`src/rtl/serial_tx_pkg.sv`:
```
// Shared types and constants for the serial_tx frame transmitter.
package serial_tx_pkg;

    typedef enum logic [2:0] {
        IDLE   = 3'd0,
        START  = 3'd1,
        DATA   = 3'd2,
        PARITY = 3'd3,
        STOP   = 3'd4
    } state_t;

    localparam logic IDLE_LEVEL  = 1'b1;
    localparam logic START_LEVEL = 1'b0;
    localparam logic STOP_LEVEL  = 1'b1;

    // Counter width for a range of v values, never narrower than one bit.
    function automatic int clog2_min1(input int v);
        return (v > 1) ? $clog2(v) : 1;
    endfunction

endpackage

```
`src/rtl/serial_tx_bit_timer.sv`:
```
// Bit-period timer for serial_tx: counts 0..CLKS_PER_BIT-1 and raises tick
// on the last cycle of each bit. clear holds the count at zero.
module bit_timer
    import serial_tx_pkg::*;
#(
    parameter int CLKS_PER_BIT = 4
) (
    input  logic clk,
    input  logic rst,
    input  logic clear,
    output logic tick
);

    localparam int              CNT_W = clog2_min1(CLKS_PER_BIT);
    localparam logic [CNT_W-1:0] LAST = CNT_W'(CLKS_PER_BIT - 1);

    logic [CNT_W-1:0] cnt_q;
    logic [CNT_W-1:0] cnt_d;

    // Last cycle of the current bit period.
    always_comb tick = (cnt_q == LAST);

    // Next count: wrap at the bit boundary, hold at zero while cleared.
    always_comb begin
        cnt_d = cnt_q + CNT_W'(1);
        if (clear || tick) begin
            cnt_d = '0;
        end
    end

    // Count register with asynchronous active-low reset.
    always_ff @(posedge clk or negedge rst) begin
        if (!rst) begin
            cnt_q <= '0;
        end else begin
            cnt_q <= cnt_d;
        end
    end

endmodule

```
`src/rtl/serial_tx.sv`:
```
// Parallel-to-serial frame transmitter: start bit, DATA_W data bits LSB
// first, STOP_BITS stop bits, each held for CLKS_PER_BIT clocks.
// Optional even-parity bit before the stop bits: define SERIAL_TX_PARITY_EN.
module serial_tx
    import serial_tx_pkg::*;
#(
    parameter int DATA_W       = 8,
    parameter int CLKS_PER_BIT = 4,
    parameter int STOP_BITS    = 1
) (
    input  logic              clk,
    input  logic              rst,
    input  logic [DATA_W-1:0] tx_data,
    input  logic              tx_valid,
    output logic              tx_ready,
    output logic              tx_out,
    output logic              busy,
    output logic              done
);

    localparam int              BIT_W     = clog2_min1(DATA_W);
    localparam logic [BIT_W-1:0] LAST_BIT  = BIT_W'(DATA_W - 1);
    localparam logic [BIT_W-1:0] LAST_STOP = BIT_W'(STOP_BITS - 1);

    state_t            state_q;
    state_t            state_d;
    logic [DATA_W-1:0] shift_q;
    logic [DATA_W-1:0] shift_d;
    logic [BIT_W-1:0]  bit_cnt_q;
    logic [BIT_W-1:0]  bit_cnt_d;
    logic              done_q;
    logic              done_d;
    logic              tick;
`ifdef SERIAL_TX_PARITY_EN
    logic              par_q;
    logic              par_d;
`endif

    // Bit timer is held at zero in IDLE so every frame starts on a fresh period.
    bit_timer #(
        .CLKS_PER_BIT(CLKS_PER_BIT)
    ) u_bit_timer (
        .clk  (clk),
        .rst  (rst),
        .clear(state_q == IDLE),
        .tick (tick)
    );

    // Next-state logic; the bit counter also counts stop bits.
    always_comb begin
        state_d   = state_q;
        shift_d   = shift_q;
        bit_cnt_d = bit_cnt_q;
        done_d    = 1'b0;
`ifdef SERIAL_TX_PARITY_EN
        par_d     = par_q;
`endif
        case (state_q)
            IDLE: begin
                if (tx_valid) begin
                    shift_d   = tx_data;
                    bit_cnt_d = '0;
                    state_d   = START;
`ifdef SERIAL_TX_PARITY_EN
                    par_d     = ^tx_data;
`endif
                end
            end
            START: begin
                if (tick) begin
                    bit_cnt_d = '0;
                    state_d   = DATA;
                end
            end
            DATA: begin
                if (tick) begin
                    shift_d = shift_q >> 1;
                    if (bit_cnt_q == LAST_BIT) begin
                        bit_cnt_d = '0;
`ifdef SERIAL_TX_PARITY_EN
                        state_d   = PARITY;
`else
                        state_d   = STOP;
`endif
                    end else begin
                        bit_cnt_d = bit_cnt_q + BIT_W'(1);
                    end
                end
            end
`ifdef SERIAL_TX_PARITY_EN
            PARITY: begin
                if (tick) begin
                    bit_cnt_d = '0;
                    state_d   = STOP;
                end
            end
`endif
            STOP: begin
                if (tick) begin
                    if (bit_cnt_q == LAST_STOP) begin
                        bit_cnt_d = '0;
                        done_d    = 1'b1;
                        state_d   = IDLE;
                    end else begin
                        bit_cnt_d = bit_cnt_q + BIT_W'(1);
                    end
                end
            end
            default: begin
                state_d = IDLE;
            end
        endcase
    end

    // State, data and pulse registers with asynchronous active-low reset.
    always_ff @(posedge clk or negedge rst) begin
        if (!rst) begin
            state_q   <= IDLE;
            shift_q   <= '0;
            bit_cnt_q <= '0;
            done_q    <= 1'b0;
`ifdef SERIAL_TX_PARITY_EN
            par_q     <= 1'b0;
`endif
        end else begin
            state_q   <= state_d;
            shift_q   <= shift_d;
            bit_cnt_q <= bit_cnt_d;
            done_q    <= done_d;
`ifdef SERIAL_TX_PARITY_EN
            par_q     <= par_d;
`endif
        end
    end

    // Outputs decoded from registered state only.
    always_comb begin
        tx_ready = (state_q == IDLE);
        busy     = (state_q != IDLE);
        done     = done_q;
        case (state_q)
            START:   tx_out = START_LEVEL;
            DATA:    tx_out = shift_q[0];
`ifdef SERIAL_TX_PARITY_EN
            PARITY:  tx_out = par_q;
`endif
            STOP:    tx_out = STOP_LEVEL;
            default: tx_out = IDLE_LEVEL;
        endcase
    end

endmodule

```
`config.mk`:
```
export PLATFORM = sky130hd
export DESIGN_NAME = serial_tx
export DESIGN_NICKNAME = d
export VERILOG_FILES = /design/src/rtl/serial_tx_pkg.sv /design/src/rtl/serial_tx_bit_timer.sv /design/src/rtl/serial_tx.sv
export SDC_FILE = /design/constraint.sdc
export NUM_CORES = 1
export LEC_CHECK = 0
export ABC_AREA = 1
export CAP_MARGIN = 20
export CORE_MARGIN = 2
export CORE_UTILIZATION = 50
export CTS_CLUSTER_SIZE = 24
export DETAILED_ROUTE_END_ITERATION = 8
export PLACE_DENSITY = 0.86
export SKIP_LAST_GASP = 1
export SLEW_MARGIN = 5
export SYNTH_ARGS = -nofsm -noshare
export SYNTH_HDL_FRONTEND = slang
export SYNTH_SLANG_ARGS = --single-unit
export TNS_END_PERCENT = 1
```
`constraint.sdc`:
```
create_clock -name clk -period 1.35 [get_ports clk]
set_input_delay 0.27 -clock clk [delete_from_list [all_inputs] [get_ports clk]]
set_output_delay 0.27 -clock clk [all_outputs]
set_load 0.01 [all_outputs]
```
==> results.py, run 1 <==
metrics = {
    "yosys": {
        "synth_xor_area_share_pct": 0,
        "synth-adder-area-share_pct": 5.070,
        "synth-simple-area-share_pct": 31.94,
        "seq_area_frac_synth_pct": 43.09,
        "synth_top_area_cell": "dfrtp_1",
        "synth_top_family_by_area": "simple AND/OR/NAND/NOR gates",
        "synthTopCellsByCount": "nand2_1, dfrtp_1, o21ai_0, inv_1, nand3_1",
        "syn_area_um2": 987.2,
        "yosysWarnings": 0,
        "synthTopCellsByArea": "dfrtp_1, nand2_1, o21ai_0",
        "synthMuxAreaShare_pct": 0,
        "synth_ff_type": "dfrtp_1",
        "ys_async_sr_fraction_pct": 100.0,
        "synth_compound_area_share_pct": 11.91,
        "synth-edff-count": 0,
        "synth_cell_type_count": 23,
        "synth_top_area_share_pct": 43.09,
        "syn-num-nets": 134,
        "ys_ff_latch": 17,
        "synth_most_common_cell": "nand2_1",
        "synthCells": 119,
        "avgSynthCellArea_um2": 8.296,
    },
    "power": {
        "p_clk_share_pct": 10.3,
        "combPwrFrac_pct": 58.4,
        "ir_worst_vdd_mv": 1.263,
        "swShare_pct": 43.84,
        "p_per_area_nw_per_um2": 2085,
        "internal_power_uw": 1508,
        "p_leak_uw": 0.0006511,
        "p_sw_uw": 1177,
        "p_seq_share_pct": 31.3,
        "p_total_uw": 2685,
    },
    "critical_path": {
        "end_kind": "output pin",
        "critPathMaxFanout": 3,
        "arrival_ns": 1.21,
        "crit_type": "flop to output pin",
        "start_kind": "flop",
        "reg2regPathDepth": 8,
        "critPathRequiredTime_ns": 1.08,
    },
    "layout": {
        "final_util_pct": 67.70,
        "final_net_count": 167,
        "multi_input_area_um2": 490.5,
        "n_fill_cell": 148,
        "seq_area_um2": 427.9,
        "area_growth_pct": 30.42,
        "drive_above_1_share_pct": 31.13,
        "fin_cells": 178,
        "final_area_um2": 1287,
        "antenna_cells": 0,
    },
    "floorplanning": {
        "start_util_pct": 51.91,
        "die_w_um": 48.44,
        "dieHeight_um": 48.44,
        "num_rows": 16,
        "core-area_um2": 1902,
        "ios": 15,
        "fp.dieArea_um2": 2346,
    },
    "detailed_routing": {
        "vias_per_cell": 5.056,
        "num_vias": 900,
        "drcViolationCount": 0,
        "maxUsedRoutingLayer": "met4",
        "wl_met2_um": 1067,
        "routedWlPerCell_um": 11.58,
        "drt_iter0_markers": 5,
        "firstDrtPassIters": 3,
        "met3_length_um": 83,
        "drt-met1-wl_um": 889,
        "wirelength_um": 2062,
        "postRouteAntennaNets": 0,
    },
    "timing": {
        "rsz0062_at_grt": "true",
        "max_freq_ghz": 0.6762,
        "relSlewSlack_pct": 84.74,
        "fin_skew_ns": 0.01198,
        "min_period_over_period_pct": 109.5,
        "setup_violations": 16,
        "tightest_slew_ns": 0.2265,
        "worst_slack_ns": -0.1288,
        "hold_violations": 0,
        "fin_crit_ns": 1.479,
        "drv_slew": 0,
    },
    "placement": {
        "place_inst": 172,
        "hpwl_um": 1599,
        "place_congestion": 0.8262,
        "portBuffers": 14,
        "placed_cell_area_um2": 1244,
        "place_ws_ns": -0.2801,
    },
    "clocking": {
        "cts_buffers": 3,
        "clk_pin_slew_ns": 0.10,
        "worstSkewPairLatency_ns": 0.30,
        "cts_tree": "done",
        "htree_levels": 1,
        "clock_path_buffers": 2,
        "clock-sinks": 17,
        "root_buffer": "clkbuf_4",
    },
    "job": {
        "cap_violations": 0,
    },
    "status": {
        "violations": "setup timing",
        "status": "finished with violations",
    },
    "grt": {
        "grt_max_degree": 18,
        "grt_pass1_vias": 882,
        "grt_pass1_wl_um": 3594,
        "grt.overflow.total": 0,
        "grt_usage_pct": 19.39,
        "antenna_found_initial": 0,
    },
    "min_path": {
        "hold_path.class": "primary input to async pin",
    },
}
==> cells by family after synthesis <==
group,after synthesis
AO/OA/AOI/OAI,20
adder cells (fa/ha/maj),4
buffers and inverters,17
flip-flops,17
AND/OR/NAND/NOR,61
==> sequential cells by signal, summed over array words and instances (netlist names) <==
| register | cells |
|---|---|
| shift_q | 8 |
| bit_cnt_q | 3 |
| state_q | 3 |
| u_bit_timer.cnt_q | 2 |
| done | 1 |
==> per-stage QoR <==
stage / TNS [ns] / hold WS, ns
6_report: -0.8627 / 0.2865
5_1_grt: -2.359 / 0.2880
3_3_place_gp: -0.9431 / 0.4194
3_5_place_dp: -1.508 / 0.4328
2_1_floorplan: 0 / -0.02559
4_1_cts: -0.9092 / 0.2934
==> cells in the final DEF, fill, tap and decap left out <==
master           synthesis  final
nor2_4                   2      2
inv_1                   12      9
dfrtp_2                  0      2
nand3_2                  3      3
o21ai_0                 13     12
a21boi_0                 2      2
dfrtp_1                 17     15
clkdlybuf4s15_2          0      1
nand3b_1                 1      1
nand4_1                  2      2
nor3_1                   1      1
inv_2                    3      6
ha_1                     4      4
clkdlybuf4s50_1          0     11
o21ai_1                  1      2
nand3_1                  8      8
buf_2                    0      2
o22ai_1                  1      1
o21ai_2                  3      3
or2_1                    2      2
buf_4                    0     16
nand2_1                 30     29
nand3b_2                 1      1
or2_2                    3      3
nand2_4                  0      1
nor2_1                   3      3
or2_0                    2      2
nand2_2                  3      3
clkinv_2                 0      1
clkbuf_4                 0      3
==> final cells by class <==
type | instances | area share (%)
Clock buffer | 3 | 1.749
Clock inverter | 1 | 0.3887
Inverter | 15 | 4.373
Multi-Input combinational cell | 85 | 38.10
Sequential cell | 17 | 33.24
Tap cell | 27 | 2.624
Timing Repair Buffer | 30 | 19.53
==> per-layer routing <==
metal | GRT usage (%) | vias to the layer above
li1 | - | 447
met1 | 21.89 | 437
met2 | 35.42 | 14
met3 | 4.630 | 2
met4 | 7.143 | 0
met5 | 0 | -
==> power by group through the flow <==
stage	Clock [uW]	Sequential [uW]	Combinational [uW]
2_1_floorplan	0	813	1010
5_1_grt	302	868	1750
3_3_place_gp	0	822	1480
6_report	276	842	1570
4_1_cts	287	840	1550
3_5_place_dp	0	842	1530
==> critical path: stages, from the launching register on <==
cell and delay (ns):
dfrtp_2 0.46, inv_2 0.08, nand3_2 0.07, inv_2 0.07, nand2_1 0.04, o21ai_1 0.06, buf_2 0.14
==> path summary, 6_finish.rpt <==
| kind | from | endpoint | slack (ns) |
|---|---|---|---|
| setup / recovery | state_q[0] | tx_out | -0.13 |
| hold / removal | rst | bit_cnt_q[0] | 0.29 |
| setup reg to reg | state_q[1] | state_q[1] | -0.07 |
| hold reg to reg | u_bit_timer.cnt_q[0] | u_bit_timer.cnt_q[0] | 0.44 |
| max in group asynchronous | rst | state_q[0] | 0.85 |
| min in group clk | u_bit_timer.cnt_q[0] | u_bit_timer.cnt_q[0] | 0.44 |
==> timing repair <==
action                                 4_1_cts  5_1_grt
pin swaps                                    0        0
cloned                                       0        0
hold buffers                                 0        0
resized for setup                           18        1
buffers inserted                             2        0
endpoints found under the hold margin        0        0
setup endpoints to repair                   12       18
No activity file was read; power rests on OpenSTA's default activity.
==> run 2, diff against run 1 <==
==> constraint.sdc (replaced) <==
create_clock -name clk -period 1.49 [get_ports clk]
set_input_delay 0.298 -clock clk [delete_from_list [all_inputs] [get_ports clk]]
set_output_delay 0.298 -clock clk [all_outputs]
set_load 0.01 [all_outputs]
==> results.py, run 2 (same netlist as run 1, synthesis figures left out) <==
metrics = {
    "grt": {
        "grt_pass1_vias": 921,
        "grt.overflow.total": 0,
        "antenna_found_initial": 0,
        "grt_pass1_wl_um": 3995,
        "grt_usage_pct": 22.06,
        "grt_max_degree": 18,
    },
    "timing": {
        "max_freq_ghz": 0.6644,
        "rsz0062_at_grt": "true",
        "relSlewSlack_pct": 80.31,
        "worst_slack_ns": -0.01506,
        "drv_slew": 0,
        "fin_skew_ns": 0.003924,
        "hold_violations": 0,
        "setup_violations": 1,
        "min_period_over_period_pct": 101.0,
        "tightest_slew_ns": 0.2943,
        "fin_crit_ns": 1.505,
    },
    "critical_path": {
        "cpMaxStageDelayCell": "dfrtp_2",
        "slowest_delay_ns": 0.45,
        "critPathMaxFanout": 3,
        "crit_buf_inv": 3,
        "arrival_ns": 1.21,
        "crit_type": "flop to output pin",
        "end_kind": "output pin",
        "crit_chain": "inv_2, nand3_2, inv_2, nand2_1, o21ai_1, buf_2",
        "start_kind": "flop",
        "cpMostUsedCell": "inv_2",
        "cp_top_family": "flip-flops",
        "critPathRequiredTime_ns": 1.19,
    },
    "power": {
        "combPwrFrac_pct": 58.2,
        "ir_worst_vdd_mv": 1.134,
        "p_sw_uw": 1075,
        "p_per_area_nw_per_um2": 1907,
        "p_seq_share_pct": 31.3,
        "swShare_pct": 44.34,
        "p_clk_share_pct": 10.5,
        "p_leak_uw": 0.0006448,
        "internal_power_uw": 1349,
    },
    "min_path": {
        "hold_path.class": "primary input to async pin",
    },
    "clocking": {
        "cts_buffers": 3,
        "hold_buffers": 0,
        "worstSkewPairLatency_ns": 0.30,
        "clock_path_buffers": 2,
        "root_buffer": "clkbuf_4",
        "clk_pin_slew_ns": 0.10,
        "cts_tree": "done",
        "clock-sinks": 17,
        "htree_levels": 1,
    },
    "placement": {
        "place_inst": 170,
        "hpwl_um": 1581,
        "portBuffers": 14,
        "place_congestion": 0.8218,
        "placed_cell_area_um2": 1229,
    },
    "floorplanning": {
        "core-area_um2": 1902,
        "start_util_pct": 51.91,
        "fp.dieArea_um2": 2346,
        "die_w_um": 48.44,
        "ios": 15,
        "num_rows": 16,
        "dieHeight_um": 48.44,
    },
    "detailed_routing": {
        "drcViolationCount": 0,
        "drt_iter0_markers": 17,
        "wirelength_um": 2212,
        "num_vias": 897,
        "postRouteAntennaNets": 0,
        "routedWlPerCell_um": 12.50,
        "firstDrtPassIters": 4,
        "vias_per_cell": 5.068,
    },
    "layout": {
        "antenna_cells": 0,
        "reg_top3": "shift_q x8, bit_cnt_q x3, state_q x3",
        "final_area_um2": 1271,
        "fin_cells": 177,
        "final_net_count": 166,
        "largest_reg_flops": 8,
        "n_fill_cell": 156,
        "drive_above_1_share_pct": 31.33,
        "final_cell_mix": "nand2_1, dfrtp_1, buf_4",
        "area_growth_pct": 28.77,
        "regMostFlops": "shift_q",
        "mostFrequentLayoutCell": "nand2_1",
    },
    "status": {
        "violations": "setup timing",
        "status": "finished with violations",
    },
    "job": {
        "cap_violations": 0,
    },
}
-- run 2: final timing paths --
kind / from / to / slack [ns] / cells past startpoint
max: state_q[0] / tx_out / -0.02 / 6
min: rst / done / 0.31 / 2
max reg2reg: state_q[0] / shift_q[4] / 0.03 / 6
min reg2reg: u_bit_timer.cnt_q[0] / u_bit_timer.cnt_q[0] / 0.44 / 1
max in group asynchronous: rst / state_q[0] / 0.97 / 2
min in group clk: u_bit_timer.cnt_q[0] / u_bit_timer.cnt_q[0] / 0.44 / 1
-- run 2: worst reg2reg max path: stages, from the launching register on --
cell,delay (ns)
dfrtp_2,0.45
nor2_4,0.12
buf_4,0.11
buf_4,0.11
nand3b_1,0.12
nand2_2,0.27
o21ai_0,0.15
-- run 2: layout make-up --
type / instances / area, um2 / share of cell area (%)
multi-input cells: 85 / 488.0 / 38.39
flip-flops and latches: 17 / 427.9 / 33.66
repair buffers: 29 / 237.7 / 18.70
inverters: 15 / 56.30 / 4.429
well taps: 27 / 33.78 / 2.657
clock buffers: 3 / 22.52 / 1.772
clock inverters: 1 / 5.005 / 0.3937
-- run 2: per-stage QoR --
step	util (%)	setup slack [ns]	total power, uW	TNS [ns]	hold WS, ns
after global routing	66.84	-0.07822	2638	-0.6986	0.3147
after detailed placement	64.61	-0.1704	2135	-0.2606	0.4219
after CTS	66.58	-0.04986	2408	-0.06521	0.3222
final	66.84	-0.01506	2424	-0.01506	0.3135
after floorplan	-	0.1408	1648	0	0.002409
after global placement	64.61	-0.1152	2071	-0.1760	0.4196
-- run 2: metal layers --
layer  share of wire [%]  track usage (%)
met4                 2.5            12.38
met3                 5.4            4.630
met5                   0                0
met2                  50            37.50
met1                  42            25.96
-- run 2: power groups by stage --
stage / Sequential (uW) / Clock [uW] / Combinational [uW]
final: 758 / 255 / 1410
after global placement: 744 / 0 / 1330
after floorplan: 736 / 0 / 912
after CTS: 756 / 260 / 1390
after detailed placement: 759 / 0 / 1380
after global routing: 780 / 283 / 1570
-- run 2: repair_timing --
item / CTS / global route
pin swaps: 1 / 0
gates resized for setup: 15 / 4
buffers inserted: 2 / 1
endpoints found under the setup margin: 4 / 18
hold endpoints to repair: 0 / 0
==> run 3, diff against run 2 <==
--- a/config.mk
+++ b/config.mk
@@ -12,6 +12,7 @@
 export CTS_CLUSTER_SIZE = 24
 export DETAILED_ROUTE_END_ITERATION = 8
 export PLACE_DENSITY = 0.86
+export REMOVE_ABC_BUFFERS = 1
 export SKIP_LAST_GASP = 1
 export SLEW_MARGIN = 5
 export SYNTH_ARGS = -nofsm -noshare
==> results.py, run 3 (same netlist as run 1, synthesis figures left out) <==
metrics = {
    "timing": {
        "setup_violations": 3,
        "hold_violations": 0,
        "hold_ws_ns": 0.3118,
        "finalSetupTns_ns": -0.1758,
        "min_period_over_period_pct": 106.6,
        "fin_crit_ns": 1.589,
        "rsz0062_at_grt": "true",
        "drv_slew": 0,
        "relSlewSlack_pct": 84.39,
        "max_freq_ghz": 0.6294,
        "tightest_slew_ns": 0.2339,
        "fin_skew_ns": 0.01207,
        "worst_slack_ns": -0.09892,
    },
    "layout": {
        "final_cell_mix": "nand2_1, dfrtp_1, buf_4",
        "mostFrequentLayoutCell": "nand2_1",
        "fin_cells": 178,
        "reg_top3": "shift_q x8, bit_cnt_q x3, state_q x3",
        "largest_reg_flops": 8,
        "final_net_count": 167,
        "drive_above_1_share_pct": 29.14,
        "area_growth_pct": 30.55,
        "regMostFlops": "shift_q",
        "antenna_cells": 0,
        "n_fill_cell": 170,
    },
    "floorplanning": {
        "start_util_pct": 51.91,
        "dieHeight_um": 48.44,
        "ios": 15,
        "num_rows": 16,
        "die_w_um": 48.44,
        "core-area_um2": 1902,
        "fp.dieArea_um2": 2346,
    },
    "grt": {
        "grt_usage_pct": 21.16,
        "grt.overflow.total": 0,
        "antenna_found_initial": 0,
        "grt_pass1_vias": 898,
        "grt_pass1_wl_um": 3870,
        "grt_max_degree": 18,
    },
    "critical_path": {
        "arrival_ns": 1.29,
        "cp_top_family": "buffers and inverters",
        "start_kind": "flop",
        "end_kind": "output pin",
        "critPathRequiredTime_ns": 1.19,
        "slowest_delay_ns": 0.41,
        "crit_buf_inv": 4,
        "crit_type": "flop to output pin",
        "critPathMaxFanout": 3,
        "crit_chain": "buf_6, inv_4, nand3_2, inv_2, nand2_2, o21ai_2, buf_2",
        "cpMaxStageDelayCell": "dfrtp_1",
    },
    "detailed_routing": {
        "drcViolationCount": 0,
        "routedWlPerCell_um": 12.59,
        "num_vias": 918,
        "vias_per_cell": 5.157,
        "drt_iter0_markers": 9,
        "postRouteAntennaNets": 0,
        "wirelength_um": 2241,
        "firstDrtPassIters": 4,
    },
    "clocking": {
        "clock-sinks": 17,
        "worstSkewPairLatency_ns": 0.30,
        "cts_tree": "done",
        "hold_buffers": 0,
        "cts_buffers": 3,
        "clk_pin_slew_ns": 0.11,
        "htree_levels": 1,
        "root_buffer": "clkbuf_4",
        "clock_path_buffers": 2,
    },
    "placement": {
        "place_ws_ns": -0.2129,
        "place_congestion": 0.8895,
        "portBuffers": 14,
        "place_inst": 172,
        "hpwl_um": 1646,
    },
    "status": {
        "status": "finished with violations",
        "violations": "setup timing",
    },
    "power": {
        "ir_worst_vdd_mv": 1.080,
        "p_per_area_nw_per_um2": 1937,
        "p_leak_uw": 0.0006538,
        "p_total_uw": 2496,
    },
    "min_path": {
        "hold_path.class": "primary input to async pin",
    },
    "job": {
        "cap_violations": 0,
    },
}
-- run 3: cell count changes in the layout (fill, tap and decap cells not counted), sizes merged --
cell	change
clkinv	-1
buf	+2
-- run 3: cell type report --
| cell class | instances | area (um2) | share of cell area, % |
|---|---|---|---|
| clock buffer | 4 | 26.28 | 2.039 |
| inverter | 15 | 58.81 | 4.563 |
| multi-input combinational | 85 | 494.2 | 38.35 |
| sequential | 17 | 426.7 | 33.11 |
| tap | 27 | 33.78 | 2.621 |
| timing repair buffer | 30 | 249.0 | 19.32 |
-- run 3: per-stage QoR --
stage / instance area [um2] / util (%)
3_3_place_gp: 1244 / 65.39
6_report: 1289 / 67.76
5_1_grt: 1289 / 67.76
2_1_floorplan: 964.7 / -
4_1_cts: 1267 / 66.64
3_5_place_dp: 1244 / 65.39
-- run 3: final timing paths --
kind / from / end / slack (ns) / cells past startpoint
worst max-delay path: state_q[0] / tx_out / -0.1 / 7
worst min-delay path: rst / bit_cnt_q[2] / 0.31 / 2
worst max register to register: state_q[0] / shift_q[4] / 0 / 9
worst min register to register: u_bit_timer.cnt_q[0] / u_bit_timer.cnt_q[0] / 0.44 / 1
max in group asynchronous: rst / shift_q[5] / 0.97 / 2
min in group clk: u_bit_timer.cnt_q[0] / u_bit_timer.cnt_q[0] / 0.44 / 1
-- run 3: where the power goes --
group	leakage, uW	internal (uW)	total, uW	switching (uW)
clock	0.0000150	104	257	153
sequential	0.000216	643	746	103
combinational	0.000422	647	1490	846
total	0.000654	1390	2500	1100
-- run 3: what timing repair did --
item,in CTS,in global routing
endpoints found under the hold margin,0,0
gates resized for setup,16,4
buffers inserted,1,1
setup endpoints to repair,11,18
-- run 3: per-layer routing --
| layer | vias to the layer above | track usage, % | wire (um) |
|---|---|---|---|
| met2 | 30 | 39.35 | 1207 |
| met1 | 433 | 25.25 | 917 |
| met3 | 5 | 3.086 | 84 |
| met4 | 0 | 6.190 | 31 |
| li1 | 450 | - | - |
| met5 | - | 0 | 0 |
